<file path="src/rtl/updown_counter_param_if.sv">
// Bus bundle for the up/down counter: control inputs and status outputs.
interface updown_counter_param_if #(
  parameter int WIDTH = 8
);
  logic             counter_en;
  logic             add_or_sub;
  logic [WIDTH-1:0] step;
  logic [WIDTH-1:0] limit;
  logic             sat_mode;
  logic             load;
  logic [WIDTH-1:0] load_val;
  logic             clear_flags;
  logic [WIDTH-1:0] count;
  logic             at_max;
  logic             at_min;
  logic             wrap_pulse;
  logic             ovf_sticky;
  logic             unf_sticky;

  modport master (
    output counter_en, add_or_sub, step, limit, sat_mode, load, load_val, clear_flags,
    input  count, at_max, at_min, wrap_pulse, ovf_sticky, unf_sticky
  );

  modport slave (
    input  counter_en, add_or_sub, step, limit, sat_mode, load, load_val, clear_flags,
    output count, at_max, at_min, wrap_pulse, ovf_sticky, unf_sticky
  );
endinterface

</file>
<file path="src/rtl/updown_counter_param.sv">
// Bounded up/down counter with wrap or saturate behaviour, load, sticky
// overflow/underflow flags and a one-cycle wrap pulse.
module updown_counter_param #(
  parameter int WIDTH     = 8,
  parameter int RESET_VAL = 0
) (
  input  logic                  clock,
  input  logic                  reset,
  updown_counter_param_if.slave bus
);

  localparam logic [WIDTH-1:0] RST_VAL = WIDTH'(RESET_VAL);

  typedef logic [WIDTH:0] ext_t;

  logic [WIDTH-1:0] count_q;
  logic             wrap_q;
  logic             ovf_q;
  logic             unf_q;

  ext_t cnt_x, lim_x, step_x, eff_x, ldv_x, sum_x, nxt_x;
  logic ovf_evt, unf_evt, wrap_evt;
  logic unused_msb;

  // Next count and event decode; one extra bit keeps every sum exact.
  always_comb begin
    cnt_x    = {1'b0, count_q};
    lim_x    = {1'b0, bus.limit};
    step_x   = {1'b0, bus.step};
    ldv_x    = {1'b0, bus.load_val};
    eff_x    = (step_x > lim_x) ? lim_x : step_x;
    sum_x    = cnt_x + eff_x;
    nxt_x    = cnt_x;
    ovf_evt  = 1'b0;
    unf_evt  = 1'b0;
    wrap_evt = 1'b0;
    if (bus.load) begin
      nxt_x = (ldv_x > lim_x) ? lim_x : ldv_x;
    end else if (bus.counter_en) begin
      if (cnt_x > lim_x) begin
        // limit dropped below the count: snap to it silently
        nxt_x = lim_x;
      end else if (eff_x != '0) begin
        if (bus.add_or_sub) begin
          if (sum_x <= lim_x) begin
            nxt_x = sum_x;
          end else begin
            ovf_evt  = 1'b1;
            wrap_evt = ~bus.sat_mode;
            nxt_x    = bus.sat_mode ? lim_x : sum_x - (lim_x + ext_t'(1));
          end
        end else begin
          if (cnt_x >= eff_x) begin
            nxt_x = cnt_x - eff_x;
          end else begin
            unf_evt  = 1'b1;
            wrap_evt = ~bus.sat_mode;
            nxt_x    = bus.sat_mode ? '0 : (cnt_x + lim_x + ext_t'(1)) - eff_x;
          end
        end
      end
    end
  end

  // The result always fits in WIDTH bits; the top bit is headroom only.
  assign unused_msb = nxt_x[WIDTH];

  // Count register.
  always_ff @(posedge clock) begin
    if (reset) count_q <= RST_VAL;
    else       count_q <= nxt_x[WIDTH-1:0];
  end

  // Wrap pulse follows the edge that applied a wrap.
  always_ff @(posedge clock) begin
    if (reset) wrap_q <= 1'b0;
    else       wrap_q <= wrap_evt;
  end

  // Sticky flags: an event beats a same-cycle clear; load freezes them.
  always_ff @(posedge clock) begin
    if (reset) begin
      ovf_q <= 1'b0;
      unf_q <= 1'b0;
    end else if (!bus.load) begin
      ovf_q <= ovf_evt | (ovf_q & ~bus.clear_flags);
      unf_q <= unf_evt | (unf_q & ~bus.clear_flags);
    end
  end

  assign bus.count      = count_q;
  assign bus.at_max     = (count_q == bus.limit);
  assign bus.at_min     = (count_q == '0);
  assign bus.wrap_pulse = wrap_q;
  assign bus.ovf_sticky = ovf_q;
  assign bus.unf_sticky = unf_q;

endmodule

</file>
<file path="src/flat_wrapper.sv">
// flat-port wrapper written by rule: the top's interface ports become plain ports
module updown_counter_param_flat 
#(
  parameter int WIDTH     = 8,
  parameter int RESET_VAL = 0
)
  (clock, reset, bus_counter_en, bus_add_or_sub, bus_step, bus_limit, bus_sat_mode, bus_load, bus_load_val, bus_clear_flags, bus_count, bus_at_max, bus_at_min, bus_wrap_pulse, bus_ovf_sticky, bus_unf_sticky);
  updown_counter_param_if #(.WIDTH(WIDTH)) bus_i ();
  input  logic clock;
  input  logic reset;
  input wire logic [$bits(bus_i.counter_en)-1:0] bus_counter_en;
  input wire logic [$bits(bus_i.add_or_sub)-1:0] bus_add_or_sub;
  input wire logic [$bits(bus_i.step)-1:0] bus_step;
  input wire logic [$bits(bus_i.limit)-1:0] bus_limit;
  input wire logic [$bits(bus_i.sat_mode)-1:0] bus_sat_mode;
  input wire logic [$bits(bus_i.load)-1:0] bus_load;
  input wire logic [$bits(bus_i.load_val)-1:0] bus_load_val;
  input wire logic [$bits(bus_i.clear_flags)-1:0] bus_clear_flags;
  output wire logic [$bits(bus_i.count)-1:0] bus_count;
  output wire logic [$bits(bus_i.at_max)-1:0] bus_at_max;
  output wire logic [$bits(bus_i.at_min)-1:0] bus_at_min;
  output wire logic [$bits(bus_i.wrap_pulse)-1:0] bus_wrap_pulse;
  output wire logic [$bits(bus_i.ovf_sticky)-1:0] bus_ovf_sticky;
  output wire logic [$bits(bus_i.unf_sticky)-1:0] bus_unf_sticky;
  assign bus_i.counter_en = bus_counter_en;
  assign bus_i.add_or_sub = bus_add_or_sub;
  assign bus_i.step = bus_step;
  assign bus_i.limit = bus_limit;
  assign bus_i.sat_mode = bus_sat_mode;
  assign bus_i.load = bus_load;
  assign bus_i.load_val = bus_load_val;
  assign bus_i.clear_flags = bus_clear_flags;
  assign bus_count = bus_i.count;
  assign bus_at_max = bus_i.at_max;
  assign bus_at_min = bus_i.at_min;
  assign bus_wrap_pulse = bus_i.wrap_pulse;
  assign bus_ovf_sticky = bus_i.ovf_sticky;
  assign bus_unf_sticky = bus_i.unf_sticky;
  updown_counter_param #(.WIDTH(WIDTH), .RESET_VAL(RESET_VAL)) u_core (.clock(clock), .reset(reset), .bus(bus_i));
endmodule
</file>
<file path="config.mk">
export PLATFORM = sky130hd
export DESIGN_NAME = updown_counter_param_flat
export DESIGN_NICKNAME = d
export VERILOG_FILES = /design/src/rtl/updown_counter_param_if.sv /design/src/rtl/updown_counter_param.sv /design/src/flat_wrapper.sv
export SDC_FILE = /design/constraint.sdc
export NUM_CORES = 1
export LEC_CHECK = 0
export BUFFER_PORTS_ARGS = -buffer_cell sky130_fd_sc_hd__buf_2
export CAP_MARGIN = 10
export CORE_MARGIN = 2
export CORE_UTILIZATION = 29
export CTS_CLUSTER_SIZE = 30
export DETAILED_ROUTE_END_ITERATION = 8
export GPL_TIMING_DRIVEN = 0
export PLACE_DENSITY = 0.56
export SYNTH_ARGS = -nofsm -noshare
export SYNTH_HDL_FRONTEND = slang
export SYNTH_SLANG_ARGS = --single-unit
export TNS_END_PERCENT = 1
</file>
<file path="constraint.sdc">
create_clock -name clock -period 9.3 [get_ports clock]
set_input_delay 1.86 -clock clock [delete_from_list [all_inputs] [get_ports clock]]
set_output_delay 1.86 -clock clock [all_outputs]
set_load 0.02 [all_outputs]
</file>
==> flow_metrics.tcl, run 1 <==
set metrics [dict create \
    ys_warn_count 0 \
    cts_setup_buffers 0 \
    viasPerCell 5.684 \
    insertion_delay_ps 250 \
    clkSlewWorstSetupHoldPaths_ps 40 \
    globalplace.congestion 0.9249 \
    die_area_um2 12210 \
    ys_seq_elements 11 \
    avgSynthCellArea_um2 7.594 \
    synth_cell_type_count 66 \
    rr_startpoint "u_core.bus.count[1]$_SDFFE_PP0P_" \
    max_clock_freq_mhz 132.0 \
    synthFlopType "dfxtp_1" \
    dr.pass1.iters 5 \
    hold_viol 0 \
    nets 581 \
    drcViolationCount 0 \
    cp_max_fo 10 \
    ir_worst_vdd_mv 0.1055 \
    cts_buffers 3 \
    initial_core_util_pct 30.07 \
    wl_per_cell_um 18.70 \
    r2r-end "u_core.bus.count[4]$_SDFFE_PP0P_" \
    final_common_cell "ha_1" \
    tightestPinTransition_ps 620.3 \
    final_cell_mix "ha_1 (59), buf_2 (49), inv_1 (44)" \
    holdWs_ps 505.1 \
    cts_tree "built" \
    rows 38 \
    hold_buffers 0 \
    grt_usage_pct 18.41 \
    regArea_um2 220.2 \
    drt_iter0_drc 259 \
    hold_depth 2 \
    slew_viol_final 0 \
    grt_overflow_total 0 \
    rsz0062_at_grt "false" \
    netlist_area_um2 3288 \
    fin_skew_ps 5.021 \
    setup_viol_count_final 0 \
    die_w_um 110.5 \
    hp-class "register to register" \
    seq_area_frac_synth_pct 6.697 \
    startpoint_type "primary input" \
    grt_pass1_vias 3315 \
    core-area_um2 10940 \
    leakagePower_uw 0.001812 \
    ctsResizeCount 0 \
    nFillCells 1190 \
    clock_sinks 11 \
    num_antenna_cells 0 \
    required_ps 9420 \
    min_period_over_period_pct 81.43 \
    setup_tns_ps 0 \
    final.min_clock_period_ps 7573 \
    hpwl_mm 9.511 \
    fp.dieH_um 110.5 \
    drive_gt1_share_pct 14.17 \
    grt_first_pass_wirelength_mm 18.16 \
    clk_path_buf_depth 2 \
    portBuffers 43 \
    r2r_setup_slack_ps 4910 \
    multi_input_area_um2 2835 \
    postSynthCellCount 433 \
    antenna_found_initial 0 \
    synth_nets 533 \
    ant_nets 0 \
    finalWirelength_mm 11.60 \
    hold_start "u_core.bus.unf_sticky$_SDFFE_PP0N_" \
    htreeDepth 1 \
    drv_cap 0 \
    via_count 3524 \
    cts-root-buf "clkbuf_16" \
    synth_edf_count 0 \
    crit_type "primary input to register" \
    worstPathArrival_ps 7700 \
    utilization_pct 34.36 \
    rr_worst_depth 16 \
    p_per_area_nw_per_um2 211.7 \
    syn_to_final_growth_pct 14.27 \
    grt_max_degree 13 \
    min_to "u_core.bus.unf_sticky$_SDFFE_PP0N_" \
    boundaryPins 44 \
    ys_async_sr_fraction_pct 0 \
    relSlewSlack_pct 58.21 \
    end_kind "register" \
    status "completed" \
]
## layer usage
metal	wire [um]	GRT usage, %
met5	0	0
met4	235	4.833
met2	5449	31.29
met3	540	0.9879
met1	5371	25.39
## logic make-up (layout without fill, tap and decap cells)
logic type	Yosys count	after routing	share of synthesized area, %
compound gates	141	141	29.98
simple gates	127	127	19.75
fa+ha+maj	69	69	28.54
buf+inv	57	104	7.078
xor+xnor	19	19	5.061
flops	11	11	6.697
mux	9	9	2.892
## cells in the mapped netlist, types with 2 or more instances
library cell	n	area, um2
a21oi_1	33	165.2
xor2_1	6	52.55
mux2_2	4	45.04
nor2_1	33	123.9
o32ai_1	3	26.28
or2_2	2	12.51
o211ai_1	7	52.55
a21o_1	13	97.59
o31ai_1	6	45.04
or4_1	2	15.01
xnor2_1	13	113.9
o21ai_0	25	125.1
nor2b_1	6	37.54
clkbuf_1	4	15.01
nor3b_1	2	15.01
inv_1	44	165.2
buf_2	6	30.03
a221o_1	2	20.02
nand2b_1	5	31.28
a311oi_1	3	26.28
a31oi_1	4	25.02
nand2_1	27	101.4
nor4_1	7	43.79
mux2i_1	5	50.05
a22oi_1	3	22.52
a211o_1	2	17.52
nand4_1	7	43.79
a31o_2	3	26.28
and2_1	2	12.51
o21bai_1	3	22.52
dfxtp_1	11	220.2
nor3_1	7	35.03
nor4b_1	2	17.52
o21a_1	10	75.07
o211a_1	3	30.03
or3_1	4	25.02
ha_1	59	738.2
a211oi_1	6	45.04
nand3_1	8	40.04
and3_1	6	37.54
fa_1	10	200.2
## critical path, stage by stage
cell and delay [ps]:
buf_2 190, inv_1 230, ha_1 370, nor2b_1 140, o21bai_1 180, a21o_1 170
a21o_1 230, clkbuf_1 340, nand2_1 90, o21ai_0 250, ha_1 280, inv_1 50
fa_1 400, nor2b_1 170, o31a_1 180, o22ai_2 90, xnor2_1 190, ha_1 320
a21oi_1 390, o21ai_0 160, o211ai_1 240, o211a_1 200, buf_6 150, inv_1 110
o21a_1 190, a211oi_1 380, o32ai_1 120
## worst max-delay path by stage
stage,startpoint,end,slack [ps]
after floorplan,bus_limit[3],u_core.bus.count[7]$_SDFFE_PP0P_,2860
after global placement,bus_limit[1],u_core.bus.count[4]$_SDFFE_PP0P_,1710
after detailed placement,bus_limit[1],u_core.bus.count[4]$_SDFFE_PP0P_,1630
after CTS,bus_limit[1],u_core.bus.count[4]$_SDFFE_PP0P_,1870
after global routing,bus_limit[1],u_core.bus.count[4]$_SDFFE_PP0P_,1380
final,bus_limit[1],u_core.bus.count[4]$_SDFFE_PP0P_,1730
## final cells by class
cell class | count | area share, %
multi-input cells | 365 | 75.46
flip-flops and latches | 11 | 5.861
repair buffers | 43 | 5.728
well taps | 140 | 4.662
inverters | 44 | 4.396
clock buffers | 4 | 2.098
plain buffers | 13 | 1.798
## state kept, by name, summed over array words and instances (netlist names)
name / flops
u_core.bus.count: 8
u_core.bus.ovf_sticky: 1
u_core.bus.wrap_pulse: 1
u_core.bus.unf_sticky: 1
## report_power, final
group          total (uW)  switching [uW]  internal, uW
registers            78.7            23.3          55.4
logic                 636             373           262
clock network        81.1            23.3          57.7
## stage by stage
step           power [uW]  setup WS, ps  cell area [um2]  std cells
6_report            795.5          1727             3757        620
4_1_cts             788.2          1865             3757        620
2_1_floorplan       536.5          2863             3288        433
3_3_place_gp        691.0          1705             3679        616
3_5_place_dp        702.6          1634             3679        616
5_1_grt             863.4          1382             3757        620
Power figures use the tool's default switching activity.
==> inputs of run 2 (changes only) <==
- PLACE_DENSITY: 0.56 -> 0.57
- clock period: 9.3 -> 6.08 ns (I/O delays scaled with it)
==> flow_metrics.tcl, run 2 (same netlist as run 1, synthesis figures left out) <==
set metrics [dict create \
    status "completed" \
    syn_to_final_growth_pct 26.45 \
    rr_startpoint "u_core.bus.count[1]$_SDFFE_PP0P_" \
    finalWirelength_mm 11.74 \
    grt_overflow_total 0 \
    pre_cts_ws_ps -899.5 \
    fin_skew_ps 4.359 \
    drive_gt1_share_pct 24.90 \
    grt_max_degree 13 \
    cts_tree "built" \
    required_ps 6240 \
    grt_usage_pct 18.15 \
    drcViolationCount 0 \
    r2r_setup_slack_ps 2010 \
    clk_path_buf_depth 2 \
    core-area_um2 10940 \
    setup_viol_count_final 0 \
    viasPerCell 5.630 \
    antenna_found_initial 0 \
    fin_cells 638 \
    p_per_area_nw_per_um2 318.0 \
    leakagePower_uw 0.001894 \
    r2r-end "u_core.bus.count[7]$_SDFFE_PP0P_" \
    ir_worst_vdd_mv 0.1838 \
    portBuffers 43 \
    drt_iter0_drc 255 \
    final.min_clock_period_ps 5915 \
    clkSlewWorstSetupHoldPaths_ps 40 \
    largest_register_ffs 8 \
    min_to "u_core.bus.ovf_sticky$_SDFFE_PP0N_" \
    grt_first_pass_wirelength_mm 18.15 \
    crit_type "primary input to register" \
    drv_cap 0 \
    dr.pass1.iters 5 \
    slew_viol_final 0 \
    hold_viol 0 \
    cts_buffers 3 \
    final_common_cell "ha_1" \
    final_cell_mix "ha_1 (52), buf_2 (42), inv_1 (36)" \
    die_w_um 110.5 \
    num_antenna_cells 0 \
    rows 38 \
    hp-class "register to register" \
    globalplace.congestion 0.9442 \
    die_area_um2 12210 \
    via_count 3592 \
    relSlewSlack_pct 57.04 \
    max_clock_freq_mhz 169.1 \
    hold_buffers 0 \
    ant_nets 0 \
    cp_max_fo 10 \
    fp.dieH_um 110.5 \
    htreeDepth 1 \
    hpwl_mm 9.353 \
    nets 599 \
    clock_sinks 11 \
    startpoint_type "primary input" \
    insertion_delay_ps 240 \
    worstPathArrival_ps 6070 \
    initial_core_util_pct 30.07 \
    min_period_over_period_pct 97.29 \
    end_kind "register" \
    fin_ws_ps 164.9 \
    cts-root-buf "clkbuf_16" \
    rr_worst_depth 16 \
    boundaryPins 44 \
    dp_cells 616 \
    hold_start "u_core.bus.ovf_sticky$_SDFFE_PP0N_" \
    tightestPinTransition_ps 643.5 \
    grt_pass1_vias 3399 \
    wl_per_cell_um 18.40 \
    hold_depth 2 \
]
-- run 2: timing repair --
item / CTS / global route
setup buffers: 6 / 12
endpoints found under the setup margin: 10 / 10
resized for setup: 22 / 46
pin swaps: 1 / 16
cloned: 0 / 1
-- run 2: worst max-delay path by stage --
stage,start,endpoint,slack (ps)
detailed placement,bus_limit[1],u_core.bus.count[4]$_SDFFE_PP0P_,-900
global placement,bus_limit[1],u_core.bus.count[4]$_SDFFE_PP0P_,-840
floorplan,bus_limit[3],u_core.bus.count[7]$_SDFFE_PP0P_,290
global route,bus_limit[5],u_core.bus.count[7]$_SDFFE_PP0P_,-30
finish,bus_limit[5],u_core.bus.count[7]$_SDFFE_PP0P_,160
CTS,bus_limit[4],u_core.bus.count[5]$_SDFFE_PP0P_,-50
-- run 2: critical path, cell delays in order --
cell        delay (ps)
clkbuf_4           190
clkinvlp_4         160
ha_1               300
nand3_1            170
a21o_1             230
a21o_4             250
buf_6              150
nand2_2             90
o21ai_4             80
ha_1               290
buf_6              140
and3_1             180
a221o_1            340
nor2_1             140
xnor2_1            120
ha_1               380
and3_4             210
nand3_1            110
a221oi_2           230
o211a_1            210
buf_6              140
mux2i_1             90
or3_1              310
o211a_1            160
o32ai_2            190
-- run 2: report_power, final --
part | internal [uW] | switching, uW | total [uW]
Combinational | 473 | 606 | 1080
Sequential | 84.8 | 36.9 | 122
Clock | 87.2 | 34.3 | 122
-- run 2: area by class of cell --
cell class	count	area [um2]
clock buffer	3	75.07
multi-input combinational	365	3033
buffer	12	78.83
clock inverter	1	5.005
fill	1162	6778
timing repair buffer	62	379.1
sequential	11	220.2
inverter	44	191.4
tap	140	175.2
-- run 2: layer usage --
layer / GRT usage [%] / up-vias / wire length, um
li1: - / 1735 / -
met1: 24.32 / 1726 / 5308
met2: 31.29 / 115 / 5630
met3: 1.317 / 16 / 558
met4: 5.167 / 0 / 244
met5: 0 / - / 0
-- run 2: through the flow --
stage	hold WS (ps)	TNS [ps]	power, uW	instance area [um2]	util [%]
final	503.8	0	1322	4158	38.02
after global routing	524.3	-38.09	1429	4158	38.02
after CTS	494.9	-116.8	1219	3867	35.37
after detailed placement	476.8	-7481	1067	3679	33.64
after global placement	481.7	-6994	1054	3679	33.64
after floorplan	596.8	0	820.6	3288	-
